--- src/rtl/dro_pkg.sv ---
`default_nettype none
// ============================================================================
//  Module   : dro_pkg
//  Purpose  : Shared types and default timing constants for the DRO cell
//             driver (command opcode, FSM state encoding, cycle defaults).
//  Revision : 1.0 - initial release
// ============================================================================
package dro_pkg;

    // Command opcode carried on cmd_op.
    typedef enum logic {
        DRO_WRITE = 1'b0,   // store a 1 (toggle the set line)
        DRO_READ  = 1'b1    // destructive read (toggle the reset line)
    } dro_op_e;

    // Driver FSM state encoding.
    typedef enum logic [2:0] {
        ST_INIT    = 3'd0,
        ST_IDLE    = 3'd1,
        ST_RD_WAIT = 3'd2,
        ST_RSP     = 3'd3,
        ST_GAP     = 3'd4
    } dro_state_e;

    // Default timing, in clk cycles.
    localparam int c_DEF_SEP_CYCLES    = 3;
    localparam int c_DEF_RD_WIN_CYCLES = 8;
    localparam int c_DEF_INIT_CYCLES   = 4;
    localparam int c_DEF_CNT_W         = 8;

endpackage : dro_pkg
`default_nettype wire

--- src/rtl/dro_driver_if.sv ---
`default_nettype none
// ============================================================================
//  Module   : dro_driver_if
//  Purpose  : Command / response handshake bundle between a test sequencer
//             (master) and the DRO driver (slave).
//  Signals  : cmd_valid, cmd_ready, cmd_op   - command channel
//             rsp_valid, rsp_ready, rsp_data,
//             rsp_mismatch                   - read response channel
//  Revision : 1.0 - initial release
// ============================================================================
interface dro_driver_if;

    logic cmd_valid;
    logic cmd_ready;
    logic cmd_op;
    logic rsp_valid;
    logic rsp_ready;
    logic rsp_data;
    logic rsp_mismatch;

    // Sequencer side: issues commands, consumes responses.
    modport master (
        output cmd_valid,
        output cmd_op,
        output rsp_ready,
        input  cmd_ready,
        input  rsp_valid,
        input  rsp_data,
        input  rsp_mismatch
    );

    // Driver side: accepts commands, produces responses.
    modport slave (
        input  cmd_valid,
        input  cmd_op,
        input  rsp_ready,
        output cmd_ready,
        output rsp_valid,
        output rsp_data,
        output rsp_mismatch
    );

endinterface : dro_driver_if
`default_nettype wire

--- src/rtl/dro_toggle_sync.sv ---
`default_nettype none
// ============================================================================
//  Module   : dro_toggle_sync
//  Purpose  : Two-flop synchroniser for the asynchronous, toggle-coded cell
//             output, followed by a change detector. o_edge is high for one
//             cycle for every level change that reaches the synchronised
//             domain.
//  Ports    : clk, rst_n  - clock, asynchronous active-low reset
//             i_async     - raw cell output
//             o_edge      - one-cycle toggle pulse (sync != sync_q)
//  Revision : 1.0 - initial release
// ============================================================================
module dro_toggle_sync (
    input  wire logic clk,
    input  wire logic rst_n,
    input  wire logic i_async,
    output logic      o_edge
);

    logic r_meta;
    logic r_sync;
    logic r_sync_q;

    always_ff @(posedge clk or negedge rst_n) begin
        if (!rst_n) begin
            r_meta   <= 1'b0;
            r_sync   <= 1'b0;
            r_sync_q <= 1'b0;
        end else begin
            r_meta   <= i_async;
            r_sync   <= r_meta;
            r_sync_q <= r_sync;
        end
    end

    assign o_edge = r_sync ^ r_sync_q;

endmodule : dro_toggle_sync
`default_nettype wire

--- src/rtl/dro_driver.sv ---
`default_nettype none
// ============================================================================
//  Module   : dro_driver
//  Purpose  : Clocked initiator for one destructive-readout storage cell.
//             Write commands toggle dro_set, read commands toggle dro_reset
//             and watch the cell output for a toggle inside a fixed window;
//             the result is returned on the response channel. Enforces a
//             minimum gap between line edges and flags stray output toggles.
//  Ports    : clk, rst_n        - clock, asynchronous active-low reset
//             bus (slave)       - cmd/rsp valid-ready channels
//             dro_set/dro_reset - toggle-coded lines into the cell
//             dro_out           - asynchronous toggle-coded cell output
//             err_spurious      - sticky unexpected-output flag
//             busy              - an operation is in progress
//  Revision : 1.0 - initial release
// ============================================================================
module dro_driver
    import dro_pkg::*;
#(
    parameter int SEP_CYCLES    = c_DEF_SEP_CYCLES,
    parameter int RD_WIN_CYCLES = c_DEF_RD_WIN_CYCLES,
    parameter int INIT_CYCLES   = c_DEF_INIT_CYCLES,
    parameter int CNT_W         = c_DEF_CNT_W
) (
    input  wire logic   clk,
    input  wire logic   rst_n,
    dro_driver_if.slave bus,
    output logic        dro_set,
    output logic        dro_reset,
    input  wire logic   dro_out,
    output logic        err_spurious,
    output logic        busy
);

    // ------------------------------------------------------------------
    // Parameter sanity
    // ------------------------------------------------------------------
    generate
        if ((SEP_CYCLES < 1) || (RD_WIN_CYCLES < 3) || (INIT_CYCLES < 1) ||
            (SEP_CYCLES >= (1 << CNT_W)) || (RD_WIN_CYCLES >= (1 << CNT_W)) ||
            (INIT_CYCLES >= (1 << CNT_W))) begin : g_bad_params
            $error("dro_driver: illegal timing parameters");
        end
    endgenerate

    localparam logic [CNT_W-1:0] c_SEP_LAST  = CNT_W'(SEP_CYCLES - 1);
    localparam logic [CNT_W-1:0] c_RD_LAST   = CNT_W'(RD_WIN_CYCLES - 1);
    localparam logic [CNT_W-1:0] c_INIT_LAST = CNT_W'(INIT_CYCLES - 1);

    // ------------------------------------------------------------------
    // Declarations
    // ------------------------------------------------------------------
    dro_state_e       r_state;
    dro_state_e       w_state_nxt;
    logic [CNT_W-1:0] r_cnt;
    logic [CNT_W-1:0] w_cnt_nxt;

    logic             w_edge;
    logic [1:0]       r_edge_cnt;    // saturating count of out edges in window
    logic [1:0]       w_edge_total;  // including the edge seen this cycle
    logic             w_accept;
    logic             w_rd_done;
    logic             w_rd_bit;

    logic             r_shadow;
    logic             r_set;
    logic             r_reset;
    logic             r_rsp_valid;
    logic             r_rsp_data;
    logic             r_rsp_mismatch;
    logic             r_err;

    // ------------------------------------------------------------------
    // Cell output synchroniser / toggle detector
    // ------------------------------------------------------------------
    dro_toggle_sync u_sync (
        .clk     (clk),
        .rst_n   (rst_n),
        .i_async (dro_out),
        .o_edge  (w_edge)
    );

    assign w_accept  = (r_state == ST_IDLE) && bus.cmd_valid;
    assign w_rd_done = (r_state == ST_RD_WAIT) && (r_cnt == '0);
    assign w_rd_bit  = (w_edge_total != 2'd0);

    always_comb begin
        w_edge_total = r_edge_cnt;
        if (w_edge && (r_edge_cnt != 2'd3)) begin
            w_edge_total = r_edge_cnt + 2'd1;
        end
    end

    // ------------------------------------------------------------------
    // FSM: state register
    // ------------------------------------------------------------------
    always_ff @(posedge clk or negedge rst_n) begin
        if (!rst_n) begin
            r_state <= ST_INIT;
            r_cnt   <= '0;
        end else begin
            r_state <= w_state_nxt;
            r_cnt   <= w_cnt_nxt;
        end
    end

    // ------------------------------------------------------------------
    // FSM: next state and wait counter
    // INIT counts up from the reset value of 0; every other timed state
    // loads (cycles - 1) on entry and counts down, leaving at 0.
    // ------------------------------------------------------------------
    always_comb begin
        w_state_nxt = r_state;
        w_cnt_nxt   = r_cnt;
        unique case (r_state)
            ST_INIT: begin
                if (r_cnt == c_INIT_LAST) begin
                    w_state_nxt = ST_IDLE;
                    w_cnt_nxt   = '0;
                end else begin
                    w_cnt_nxt = r_cnt + CNT_W'(1);
                end
            end
            ST_IDLE: begin
                if (w_accept) begin
                    if (dro_op_e'(bus.cmd_op) == DRO_READ) begin
                        w_state_nxt = ST_RD_WAIT;
                        w_cnt_nxt   = c_RD_LAST;
                    end else begin
                        w_state_nxt = ST_GAP;
                        w_cnt_nxt   = c_SEP_LAST;
                    end
                end
            end
            ST_RD_WAIT: begin
                if (r_cnt == '0) begin
                    w_state_nxt = ST_RSP;
                end else begin
                    w_cnt_nxt = r_cnt - CNT_W'(1);
                end
            end
            ST_RSP: begin
                if (bus.rsp_ready) begin
                    w_state_nxt = ST_GAP;
                    w_cnt_nxt   = c_SEP_LAST;
                end
            end
            ST_GAP: begin
                if (r_cnt == '0) begin
                    w_state_nxt = ST_IDLE;
                end else begin
                    w_cnt_nxt = r_cnt - CNT_W'(1);
                end
            end
            default: begin
                w_state_nxt = ST_INIT;
                w_cnt_nxt   = '0;
            end
        endcase
    end

    // ------------------------------------------------------------------
    // FSM: state-decoded outputs
    // busy stays low in INIT so that every output reads 0 out of reset.
    // ------------------------------------------------------------------
    always_comb begin
        bus.cmd_ready = 1'b0;
        busy          = 1'b0;
        unique case (r_state)
            ST_IDLE:                     bus.cmd_ready = 1'b1;
            ST_RD_WAIT, ST_RSP, ST_GAP:  busy          = 1'b1;
            default: ;
        endcase
    end

    // ------------------------------------------------------------------
    // Datapath: line toggles, shadow bit, response and error flags
    // ------------------------------------------------------------------
    always_ff @(posedge clk or negedge rst_n) begin
        if (!rst_n) begin
            r_set          <= 1'b0;
            r_reset        <= 1'b0;
            r_shadow       <= 1'b0;
            r_edge_cnt     <= 2'd0;
            r_rsp_valid    <= 1'b0;
            r_rsp_data     <= 1'b0;
            r_rsp_mismatch <= 1'b0;
            r_err          <= 1'b0;
        end else begin
            if (w_accept) begin
                if (dro_op_e'(bus.cmd_op) == DRO_READ) begin
                    r_reset <= ~r_reset;
                end else begin
                    r_set    <= ~r_set;
                    r_shadow <= 1'b1;
                end
            end

            // Window accumulator restarts with every read launch.
            if (w_accept) begin
                r_edge_cnt <= 2'd0;
            end else if (r_state == ST_RD_WAIT) begin
                r_edge_cnt <= w_edge_total;
            end

            if (w_rd_done) begin
                r_rsp_valid    <= 1'b1;
                r_rsp_data     <= w_rd_bit;
                r_rsp_mismatch <= (w_rd_bit != r_shadow);
                r_shadow       <= 1'b0;
                if (w_edge_total >= 2'd2) begin
                    r_err <= 1'b1;
                end
            end else if ((r_state == ST_RSP) && bus.rsp_ready) begin
                r_rsp_valid <= 1'b0;
            end

            // Output toggles outside a read window are unexpected; INIT is
            // excluded because the cell may still be settling from reset.
            if (w_edge && ((r_state == ST_IDLE) || (r_state == ST_GAP) ||
                           (r_state == ST_RSP))) begin
                r_err <= 1'b1;
            end
        end
    end

    assign dro_set          = r_set;
    assign dro_reset        = r_reset;
    assign bus.rsp_valid    = r_rsp_valid;
    assign bus.rsp_data     = r_rsp_data;
    assign bus.rsp_mismatch = r_rsp_mismatch;
    assign err_spurious     = r_err;

endmodule : dro_driver
`default_nettype wire

--- src/flat_wrapper.sv ---
// flat-port wrapper written by rule: the top's interface ports become plain ports
module dro_driver_flat import dro_pkg::*;
#(
    parameter int SEP_CYCLES    = c_DEF_SEP_CYCLES,
    parameter int RD_WIN_CYCLES = c_DEF_RD_WIN_CYCLES,
    parameter int INIT_CYCLES   = c_DEF_INIT_CYCLES,
    parameter int CNT_W         = c_DEF_CNT_W
)
  (clk, rst_n, dro_set, dro_reset, dro_out, err_spurious, busy, bus_cmd_valid, bus_cmd_op, bus_rsp_ready, bus_cmd_ready, bus_rsp_valid, bus_rsp_data, bus_rsp_mismatch);
  dro_driver_if bus_i ();
  input  wire logic clk;
  input  wire logic rst_n;
  output logic dro_set;
  output logic dro_reset;
  input  wire logic dro_out;
  output logic err_spurious;
  output logic busy;
  input wire logic [$bits(bus_i.cmd_valid)-1:0] bus_cmd_valid;
  input wire logic [$bits(bus_i.cmd_op)-1:0] bus_cmd_op;
  input wire logic [$bits(bus_i.rsp_ready)-1:0] bus_rsp_ready;
  output wire logic [$bits(bus_i.cmd_ready)-1:0] bus_cmd_ready;
  output wire logic [$bits(bus_i.rsp_valid)-1:0] bus_rsp_valid;
  output wire logic [$bits(bus_i.rsp_data)-1:0] bus_rsp_data;
  output wire logic [$bits(bus_i.rsp_mismatch)-1:0] bus_rsp_mismatch;
  assign bus_i.cmd_valid = bus_cmd_valid;
  assign bus_i.cmd_op = bus_cmd_op;
  assign bus_i.rsp_ready = bus_rsp_ready;
  assign bus_cmd_ready = bus_i.cmd_ready;
  assign bus_rsp_valid = bus_i.rsp_valid;
  assign bus_rsp_data = bus_i.rsp_data;
  assign bus_rsp_mismatch = bus_i.rsp_mismatch;
  dro_driver #(.SEP_CYCLES(SEP_CYCLES), .RD_WIN_CYCLES(RD_WIN_CYCLES), .INIT_CYCLES(INIT_CYCLES), .CNT_W(CNT_W)) u_core (.clk(clk), .rst_n(rst_n), .bus(bus_i), .dro_set(dro_set), .dro_reset(dro_reset), .dro_out(dro_out), .err_spurious(err_spurious), .busy(busy));
endmodule
--- config.mk ---
export PLATFORM = sky130hd
export DESIGN_NAME = dro_driver_flat
export DESIGN_NICKNAME = d
export VERILOG_FILES = /design/src/rtl/dro_pkg.sv /design/src/rtl/dro_driver_if.sv /design/src/rtl/dro_toggle_sync.sv /design/src/rtl/dro_driver.sv /design/src/flat_wrapper.sv
export SDC_FILE = /design/constraint.sdc
export NUM_CORES = 1
export LEC_CHECK = 0
export CAP_MARGIN = 0
export CORE_MARGIN = 5
export CORE_UTILIZATION = 25
export CTS_BUF_LIST = sky130_fd_sc_hd__clkbuf_16
export CTS_CLUSTER_DIAMETER = 120
export DETAILED_ROUTE_END_ITERATION = 8
export GPL_TIMING_DRIVEN = 0
export SLEW_MARGIN = 15
export SYNTH_ARGS = -nofsm -noshare
export SYNTH_HDL_FRONTEND = slang
export SYNTH_SLANG_ARGS = --single-unit
--- constraint.sdc ---
create_clock -name clk -period 2.55 [get_ports clk]
set_input_delay 0.765 -clock clk [delete_from_list [all_inputs] [get_ports clk]]
set_output_delay 0.765 -clock clk [all_outputs]
set_load 0.005 [all_outputs]
==> flow_summary.json, run 1 <==
{
  "status": "finished, final reports clean",
  "cts_buffer_depth": 2,
  "seq_area_frac_synth": 0.384,
  "wl_met1_um": 1660,
  "cts-htree-levels": 1,
  "route.top_layer_used": "met4",
  "clkTransAtPathRegs_ns": 0.06,
  "hold_path_class": "reg -> reg",
  "async_flop_share": 1.00,
  "power-per-cell-area_nw_per_um2": 1290,
  "syn_to_final_growth_pct": 20.1,
  "dp_slack_ns": 0.135,
  "die_area_sq_um": 7640,
  "boundaryPins": 14,
  "synth.avg_cell_area_sq_um": 9.02,
  "insertion_delay_ns": 0.26,
  "setup_viol": 0,
  "fmax_mhz": 408,
  "maxSlewViolCount": 0,
  "io_buffers": 13,
  "first_global_vias": 1214,
  "critical_path_class": "reg -> out",
  "drive_above_1_share": 0.144,
  "endpoint": "bus_cmd_ready",
  "design_area_sq_um": 1800,
  "ir_drop_uv": 682,
  "path_max_fanout": 10,
  "postCtsSetupRepairBufs": 0,
  "reg2reg_setup_slack_ns": 0.60,
  "die_h_um": 87.4,
  "dpl_cell_area_sq_um": 1720,
  "clock_sinks": 23,
  "ys_warn_count": 0,
  "syn_inst": 166,
  "diodes": 0,
  "core_sq_um": 5890,
  "start_util": 0.254,
  "start_kind": "flop",
  "clockRootBuffer": "clkbuf_16",
  "routed-wl-met3_um": 48,
  "synth-edff-count": 0,
  "tightest_slew_ns": 0.618,
  "overflow": 0,
  "ys_ff_latch": 23,
  "firstDrtPassIters": 4,
  "ant_nets": 0,
  "cts_hold_buf": 0,
  "synth_fp_nets": 176,
  "critPathRequiredTime_ns": 1.79,
  "ys_types": 50,
  "track_usage": 0.0919,
  "antenna_found_initial": 0,
  "setup-tns-final_ns": 0,
  "fin_nets": 192,
  "reg2reg_depth": 6,
  "wl_met2_um": 1580,
  "grt_pass1_wl_um": 5730,
  "drt-wirelength-per-cell_um": 13.1,
  "drc": 0,
  "p_leak_nw": 0.750,
  "r2r-start": "u_core.r_cnt[4]$_DFFE_PN0P_",
  "layout_common_cells": "dfrtp_1, nand2_1, o21ai_0",
  "vias_per_cell": 4.88,
  "vias": 1250,
  "skew_ns": 0.00175,
  "maxCapViolations": 0,
  "finalWirelength_um": 3340,
  "rsz0062_at_grt": "false",
  "dr.first_iter.drc_count": 31,
  "cts_tree": "yes",
  "gp_congestion": 0.798,
  "min_period_ns": 2.45,
  "startpoint": "u_core.r_state[2]$_DFFE_PN0P_",
  "die_w_um": 87.4,
  "syn_area_sq_um": 1500,
  "final_common_cell": "dfrtp_1",
  "r2r_end": "u_core.r_cnt[7]$_DFFE_PN0P_",
  "cts_buffers": 3,
  "hold_viol": 0,
  "fin_crit_sh": 0.962,
  "hpwl_um": 2360,
  "setup_slack_ns": 0.0961,
  "worstPathArrival_ns": 1.69,
  "grt_max_degree": 24,
  "synthFlopType": "dfrtp_1",
  "end_kind": "output port",
  "rows": 28,
  "slew-limit-headroom": 0.586
}
## critical path: stages, from the launching register on
cell	delay [ns]
dfrtp_1	0.37
clkbuf_4	0.18
buf_4	0.19
nor3b_2	0.17
clkdlybuf4s50_1	0.52
## cells in the mapped netlist (2+ instances only)
library cell | count | share of area
nor3b_2 | 2 | 0.017
nor2b_1 | 2 | 0.0084
nor3b_1 | 2 | 0.010
o21ai_1 | 2 | 0.0067
ha_1 | 4 | 0.033
clkbuf_1 | 3 | 0.0075
xnor2_1 | 3 | 0.018
inv_1 | 6 | 0.015
nor2_1 | 11 | 0.028
nor3_1 | 4 | 0.013
nand2_1 | 15 | 0.038
xor2_1 | 6 | 0.035
o22a_1 | 2 | 0.012
nand3_1 | 8 | 0.027
a22o_1 | 5 | 0.029
o22ai_1 | 5 | 0.021
and2_1 | 2 | 0.0084
nor3_2 | 2 | 0.013
dfrtp_1 | 23 | 0.38
mux2i_1 | 3 | 0.020
nand2b_1 | 3 | 0.013
and3_1 | 2 | 0.0084
buf_2 | 7 | 0.023
o21ai_0 | 13 | 0.043
a21oi_1 | 6 | 0.020
## report_power, final
group	total, mW	switching [mW]	internal [mW]
Sequential	0.581	0.0874	0.494
Combinational	1.40	0.776	0.620
Clock	0.346	0.135	0.211
## sequential cells by signal, indices dropped and copies added, names as in the netlist
name and cells:
u_core.r_cnt 8, u_core.bus.rsp_data 1, u_core.r_state 3, u_core.r_edge_cnt 2
u_core.u_sync.r_sync_q 1, u_core.u_sync.r_sync 1, u_core.dro_reset 1, u_core.u_sync.r_meta 1
u_core.bus.rsp_valid 1, u_core.bus.rsp_mismatch 1, u_core.r_shadow 1, u_core.err_spurious 1
u_core.dro_set 1
## through the flow
stage | utilization | cells | hold slack (ns) | total power [mW]
3_3_place_gp | 0.293 | 254 | 0.335 | 1.96
5_1_grt | 0.306 | 256 | 0.374 | 2.52
4_1_cts | 0.307 | 257 | 0.360 | 2.33
2_1_floorplan | - | 166 | 0.331 | 1.59
6_report | 0.306 | 256 | 0.356 | 2.32
3_5_place_dp | 0.293 | 254 | 0.345 | 1.97
## final cells by class
cell class                      instances  area, sq um
Tap cell                               75         93.8
Fill cell                             622         4090
Inverter                                6         22.5
Multi-Input combinational cell        125          843
Buffer                                 10         58.8
Timing Repair Buffer                   13          125
Sequential cell                        23          576
Clock buffer                            3         75.1
Clock inverter                          1         5.00
## worst min path at each step
stage                                              start  cells past startpoint                             end  slack (ns)
after CTS                 u_core.u_sync.r_meta$_DFF_PN0_                      0  u_core.u_sync.r_sync$_DFF_PN0_        0.36
after floorplan           u_core.u_sync.r_meta$_DFF_PN0_                      0  u_core.u_sync.r_sync$_DFF_PN0_        0.33
after global routing      u_core.u_sync.r_meta$_DFF_PN0_                      0  u_core.u_sync.r_sync$_DFF_PN0_        0.37
after global placement    u_core.u_sync.r_meta$_DFF_PN0_                      0  u_core.u_sync.r_sync$_DFF_PN0_        0.34
final                     u_core.u_sync.r_meta$_DFF_PN0_                      0  u_core.u_sync.r_sync$_DFF_PN0_        0.36
after detailed placement  u_core.u_sync.r_meta$_DFF_PN0_                      0  u_core.u_sync.r_sync$_DFF_PN0_        0.34
## metal layers
metal / track usage / up-vias
met4: 0.0335 / 0
li1: - / 622
met5: 0 / -
met1: 0.127 / 612
met2: 0.148 / 11
met3: 0.00851 / 5
## kinds of logic after synthesis
logic type | share of synthesized area
AOI/OAI and AO/OA | 0.222
DFF | 0.384
muxes | 0.0201
and+or+nand+nor | 0.225
buffers and inverters | 0.0560
xor gates and xnor gates | 0.0526
adders and majority gates | 0.0401
## what timing repair did
item | in CTS | in global routing
endpoints found under the setup margin | 2 | 2
resized for setup | 2 | 3
gates cloned | 0 | 0
Note: power is estimated with default switching activity, not from simulation.
==> run 2: changes to the inputs <==
--- a/config.mk
+++ b/config.mk
@@ -6,7 +6,6 @@
 export NUM_CORES = 1
 export LEC_CHECK = 0
 export CAP_MARGIN = 0
-export CORE_MARGIN = 5
 export CORE_UTILIZATION = 25
 export CTS_BUF_LIST = sky130_fd_sc_hd__clkbuf_16
 export CTS_CLUSTER_DIAMETER = 120
==> flow_summary.json, run 2 (synthesis results as in run 1) <==
{
  "boundaryPins": 14,
  "path_max_fanout": 10,
  "hold_path_class": "reg -> reg",
  "rsz0062_at_grt": "true",
  "layout_common_cells": "dfrtp_1, nand2_1, o21ai_0",
  "p_leak_nw": 0.763,
  "min_period_ns": 2.49,
  "ant_nets": 0,
  "cp_slowest_stage_delay_ns": 0.49,
  "drt-wirelength-per-cell_um": 13.0,
  "dr.first_iter.drc_count": 48,
  "maxCapViolations": 0,
  "gp_congestion": 0.808,
  "cp_common_cell": "nand2_1",
  "final_common_cell": "dfrtp_1",
  "hold_viol": 0,
  "tightest_slew_ns": 0.667,
  "overflow": 0,
  "worstPathArrival_ns": 1.72,
  "grt_pass1_wl_um": 5770,
  "cts_buffer_depth": 2,
  "insertion_delay_ns": 0.26,
  "finalWirelength_um": 3310,
  "die_w_um": 79.4,
  "start_util": 0.265,
  "grt_use_met2": 0.185,
  "slew-limit-headroom": 0.553,
  "start_kind": "flop",
  "gr-usage-met3": 0.0103,
  "fin_nets": 193,
  "fin_util": 0.320,
  "setup_viol": 0,
  "vias": 1260,
  "hpwl_um": 2390,
  "core_sq_um": 5640,
  "fmax_mhz": 402,
  "clockRootBuffer": "clkbuf_16",
  "first_global_vias": 1186,
  "biggestRegsByFlops": "u_core.r_cnt: 8 flops, u_core.r_state: 3 flops, u_core.r_edge_cnt: 2 flops",
  "largest_register_ffs": 8,
  "critPathSlowestCell": "clkdlybuf4s50_1",
  "firstDrtPassIters": 4,
  "clkTransAtPathRegs_ns": 0.07,
  "critical_path_class": "reg -> out",
  "power-per-cell-area_nw_per_um2": 1290,
  "regMostFlops": "u_core.r_cnt",
  "cts_hold_buf": 0,
  "antenna_found_initial": 0,
  "vias_per_cell": 4.96,
  "end_kind": "output port",
  "grt_max_degree": 24,
  "io_buffers": 13,
  "diodes": 0,
  "skew_ns": 0.00478,
  "die_h_um": 79.4,
  "syn_to_final_growth_pct": 20.4,
  "track_usage": 0.116,
  "drc": 0,
  "rows": 27,
  "fill_cells": 589,
  "cts_buffers": 3,
  "top_usage_layer": "met2",
  "ir_drop_uv": 562,
  "setup-tns-final_ns": 0,
  "maxSlewViolCount": 0,
  "cts_tree": "yes",
  "grt_use_met1": 0.160,
  "drive_above_1_share": 0.143,
  "cp_cell_sequence": "buf_2 -> buf_4 -> nor2_1 -> nand2_1 -> nand2_1 -> clkdlybuf4s50_1",
  "fin_crit_sh": 0.976,
  "die_area_sq_um": 6300,
  "status": "finished, final reports clean",
  "clock_sinks": 23,
  "critPathRequiredTime_ns": 1.79,
  "cts-htree-levels": 1
}
run 2: cell types whose count changed in the layout (fill, tap and decap cells not counted), sizes merged:
cell	before	now
buf	8	9
clkdlybuf4s50	12	11
clkinv	1	0
clkinvlp	0	1
dlymetal6s2s	0	1
run 2: cell type report:
cell class / instances / area (sq um) / share of cell area
Buffer: 11 / 66.3 / 0.0368
Clock inverter: 1 / 7.51 / 0.00416
Multi-Input combinational cell: 125 / 838 / 0.465
Sequential cell: 23 / 576 / 0.319
Tap cell: 72 / 90.1 / 0.0500
Inverter: 6 / 22.5 / 0.0125
Clock buffer: 3 / 75.1 / 0.0416
Timing Repair Buffer: 13 / 128 / 0.0708
run 2: final timing paths:
kind                                             endpoint  slack [ns]                      startpoint  cells after the start
min reg2reg                u_core.u_sync.r_sync$_DFF_PN0_        0.36  u_core.u_sync.r_meta$_DFF_PN0_                      0
max in group asynchronous     u_core.r_cnt[5]$_DFFE_PN0P_        1.72                           rst_n                      1
min in group asynchronous      u_core.dro_set$_DFFE_PN0P_        0.47                           rst_n                      1
min                        u_core.u_sync.r_sync$_DFF_PN0_        0.36  u_core.u_sync.r_meta$_DFF_PN0_                      0
max                                                  busy        0.06   u_core.r_state[0]$_DFFE_PN0P_                      6
max reg2reg                   u_core.r_cnt[7]$_DFFE_PN0P_        0.58     u_core.r_cnt[4]$_DFFE_PN0P_                      6
run 2: worst max-delay path, delay by kind of cell (launching register included):
family | cells | cell delay, ns
simple gates | 3 | 0.27
buf+inv | 3 | 0.84
flops | 1 | 0.37
run 2: report_power, final:
group | leakage (nW) | switching, mW | internal, mW
Sequential | 0.285 | 0.0866 | 0.493
Clock | 0.0371 | 0.142 | 0.213
Combinational | 0.440 | 0.774 | 0.624
run 2: metal layers:
metal | vias up | share of wire
li1 | 629 | -
met1 | 606 | 0.49
met2 | 19 | 0.47
met3 | 6 | 0.013
met4 | 0 | 0.019
met5 | - | 0
run 2: per-stage QoR:
stage / setup WS [ns] / total power [mW] / area [sq um] / hold WS [ns] / std cells
2_1_floorplan: 0.811 / 1.59 / 1500 / 0.331 / 166
3_5_place_dp: 0.110 / 1.97 / 1720 / 0.345 / 251
6_report: 0.0619 / 2.33 / 1800 / 0.355 / 254
3_3_place_gp: 0.0911 / 1.96 / 1720 / 0.336 / 251
4_1_cts: 0.0228 / 2.34 / 1800 / 0.361 / 254
5_1_grt: -0.00889 / 2.52 / 1800 / 0.361 / 254
run 2: what timing repair did:
item,in CTS,in global routing
setup buffers,0,0
gates resized for setup,1,6
endpoints found under the setup margin,2,2
pin swaps,0,1
==> RTL edit (flow settings as in run 2) <==
Change the package constant `c_DEF_CNT_W` from 8 to 9.
--- a/src/rtl/dro_pkg.sv
+++ b/src/rtl/dro_pkg.sv
@@ -28,3 +28,3 @@
     localparam int c_DEF_INIT_CYCLES   = 4;
-    localparam int c_DEF_CNT_W         = 8;
+    localparam int c_DEF_CNT_W         = 9;
 
Behaviour: no difference found for any inputs over 10 cycles, from zero or initial values and one cycle with rst_n low; that may be too few to reach the edited logic, so the function may still have changed.
==> RTL edit against run 2 <==
- routed wire length rose by 25%
- sequential cell count rose by 1
- cell area rose by 10%
- non-clock buffer count rose by 2
- synthesized area rose by 7.9%
- largest cell class unchanged
- total power rose by 11%
- setup slack got worse by 0.016 ns
- cell count rose by 6.7%
==> RTL edit: results (changes against run 2) <==
Power share of the clock group: 17.9% (was 15.2%). The net count after synthesis is 185 (was 176), and the normalized max-slew margin is 51.5% (was 55.3%). The global-route total usage across every layer is 13.3% (was 11.6%), and the number of distinct standard cells referenced by the synthesized netlist is 54 (was 50).

The worst clock skew was 0.00690 ns (was 0.00478 ns). Largest registers: u_core.r_cnt x9, u_core.r_state x3, u_core.r_edge_cnt x2 (was u_core.r_cnt x8, u_core.r_state x3, u_core.r_edge_cnt x2). The fraction of the yosys area taken by sequential cells is 37.2% (was 38.4%).

The largest net degree at the start of global routing was 25 (was 24). Highest-delay cell along the critical path: sky130_fd_sc_hd__clkdlybuf4s50_1 (unchanged). The share of layout cells above drive strength 1 came out at 16.8% (was 14.3%). Main area contributors after synthesis: sky130_fd_sc_hd__dfrtp_1 (37%), sky130_fd_sc_hd__a32oi_1 (3.8%), sky130_fd_sc_hd__nand2_1 (3.7%) (was sky130_fd_sc_hd__dfrtp_1 (38%), sky130_fd_sc_hd__o21ai_0 (4.3%), sky130_fd_sc_hd__nand2_1 (3.8%)). The run finished with clean final reports.

For the total number of nets in the final design, the log shows 207 (was 193). The proportion of total power due to net switching works out to 42.9% (was 43.0%). The routability congestion estimate is 0.810 (was 0.808), and the vias per cell is 5.46 (was 4.96).

For the internal power, the log shows 0.00147 W (was 0.00133 W). For the final HPWL from detailed placement, the log shows 2810 um (was 2390 um). The tools report the number of instances in the synthesized netlist as 175 (was 166). The most used flip-flop cell after synthesis was sky130_fd_sc_hd__dfrtp_1 (unchanged). The tools report the sequential power as 0.000659 W (was 0.000580 W).

The worst-skew pair later-pin latency was 0.26 ns (about the same); the maximum fanout along the worst path was 8 (was 10). The number of placed instances with taps included is 263 (was 251), and the detailed router's first-iteration violation count is 158 (was 48). The arrival time of the worst setup path was 1.74 ns (was 1.72 ns); the yosys synthesis warning count was 0 (unchanged). The maximum VDD drop was 0.481 mV (was 0.562 mV).

The wire length of the first global-routing pass was 6930 um (was 5770 um); the pre-CTS setup slack was -0.0203 ns (was 0.110 ns). In this design, the stage delay of the slowest critical-path cell is 0.50 ns. The non-filler instance count after layout is 271 (was 254), and the number of input and output port buffers inserted is 13 (unchanged). The post-detailed-route wirelength per cell is 15.2 um (was 13.0 um). The number of global-route vias before repair was 1465 (was 1186); the static leakage was 0.793 nW (was 0.763 nW). The post-place instance area came out at 1840 um^2 (was 1720 um^2). Top cells by count, synth: sky130_fd_sc_hd__dfrtp_1 (24), sky130_fd_sc_hd__nand2_1 (16), sky130_fd_sc_hd__nor2_1 (13) (was sky130_fd_sc_hd__dfrtp_1 (23), sky130_fd_sc_hd__nand2_1 (15), sky130_fd_sc_hd__o21ai_0 (13), sky130_fd_sc_hd__nor2_1 (11), sky130_fd_sc_hd__nand3_1 (8)). The initial antenna violation count was 0 (unchanged); the number of fill cells in the layout was 626 (was 589). For the number of buffers created by CTS, the log shows 3 (unchanged).
RTL edit: cell types whose count changed after synthesis, moves of 3 or more:
cell                      delta
sky130_fd_sc_hd__buf_2       -3
sky130_fd_sc_hd__nor4b_1     +3
sky130_fd_sc_hd__o22ai_1     -5
sky130_fd_sc_hd__o21ai_0     -6
sky130_fd_sc_hd__xor2_1      -4
sky130_fd_sc_hd__a21o_1      +3
sky130_fd_sc_hd__a22o_1      -5
sky130_fd_sc_hd__a32oi_1     +7
RTL edit: metrics by stage:
step | utilization, % | TNS [ns]
2_1_floorplan | - | 0
3_3_place_gp | 30.3 | -0.0809
3_5_place_dp | 30.3 | -0.0231
4_1_cts | 32.2 | 0
5_1_grt | 32.8 | -0.000975
6_report | 32.8 | 0
RTL edit: layer usage:
metal / vias to the layer above / wire, um / share of wire [%] / track usage, %
met5: - / 0 / 0 / 0
met4: 0 / 52 / 1.3 / 3.33
met3: 8 / 174 / 4.2 / 3.19
met2: 40 / 1920 / 46 / 20.3
met1: 727 / 1980 / 48 / 18.6
li1: 706 / - / - / -
RTL edit: layout make-up:
| cell class | count | area share (%) |
|---|---|---|
| Clock inverter | 1 | 1.51 |
| Timing Repair Buffer | 19 | 8.44 |
| Multi-Input combinational cell | 135 | 47.3 |
| Inverter | 7 | 1.32 |
| Sequential cell | 24 | 30.4 |
| Buffer | 7 | 2.46 |
| Clock buffer | 3 | 3.78 |
| Tap cell | 75 | 4.73 |
RTL edit: path summary, 6_finish.rpt:
| check | startpoint | endpoint | slack, ns | cells after the start |
|---|---|---|---|---|
| worst min-delay path | u_core.u_sync.r_meta | u_core.u_sync.r_sync | 0.35 | 0 |
| worst max-delay path | u_core.r_state[0] | busy | 0.05 | 3 |
| min in group asynchronous | rst_n | u_core.r_cnt[7] | 0.48 | 1 |
| worst min register to register | u_core.u_sync.r_meta | u_core.u_sync.r_sync | 0.35 | 0 |
| max in group asynchronous | rst_n | u_core.r_state[1] | 1.68 | 1 |
| worst max register to register | u_core.r_cnt[0] | u_core.r_cnt[1] | 0.20 | 6 |
RTL edit: worst max-delay path, delay by kind of cell, from the launching register on:
family | cells | cell delay (ns)
buffers and inverters | 1 | 0.50
DFF | 1 | 0.46
and+or+nand+nor | 2 | 0.52
RTL edit: cells by family after synthesis:
| family | after synthesis | synth area share [%] |
|---|---|---|
| mux | 2 | 1.55 |
| simple gates | 74 | 26.8 |
| xor+xnor | 5 | 2.71 |
| compound gates | 50 | 23.7 |
| buf+inv | 16 | 4.96 |
| fa+ha+maj | 4 | 3.10 |
| flops | 24 | 37.2 |
RTL edit: repair_timing:
action | 4_1_cts | 5_1_grt
hold endpoints to repair | 0 | 0
gates resized for setup | 4 | 4
endpoints found under the setup margin | 2 | 2
buffers inserted | 1 | 5
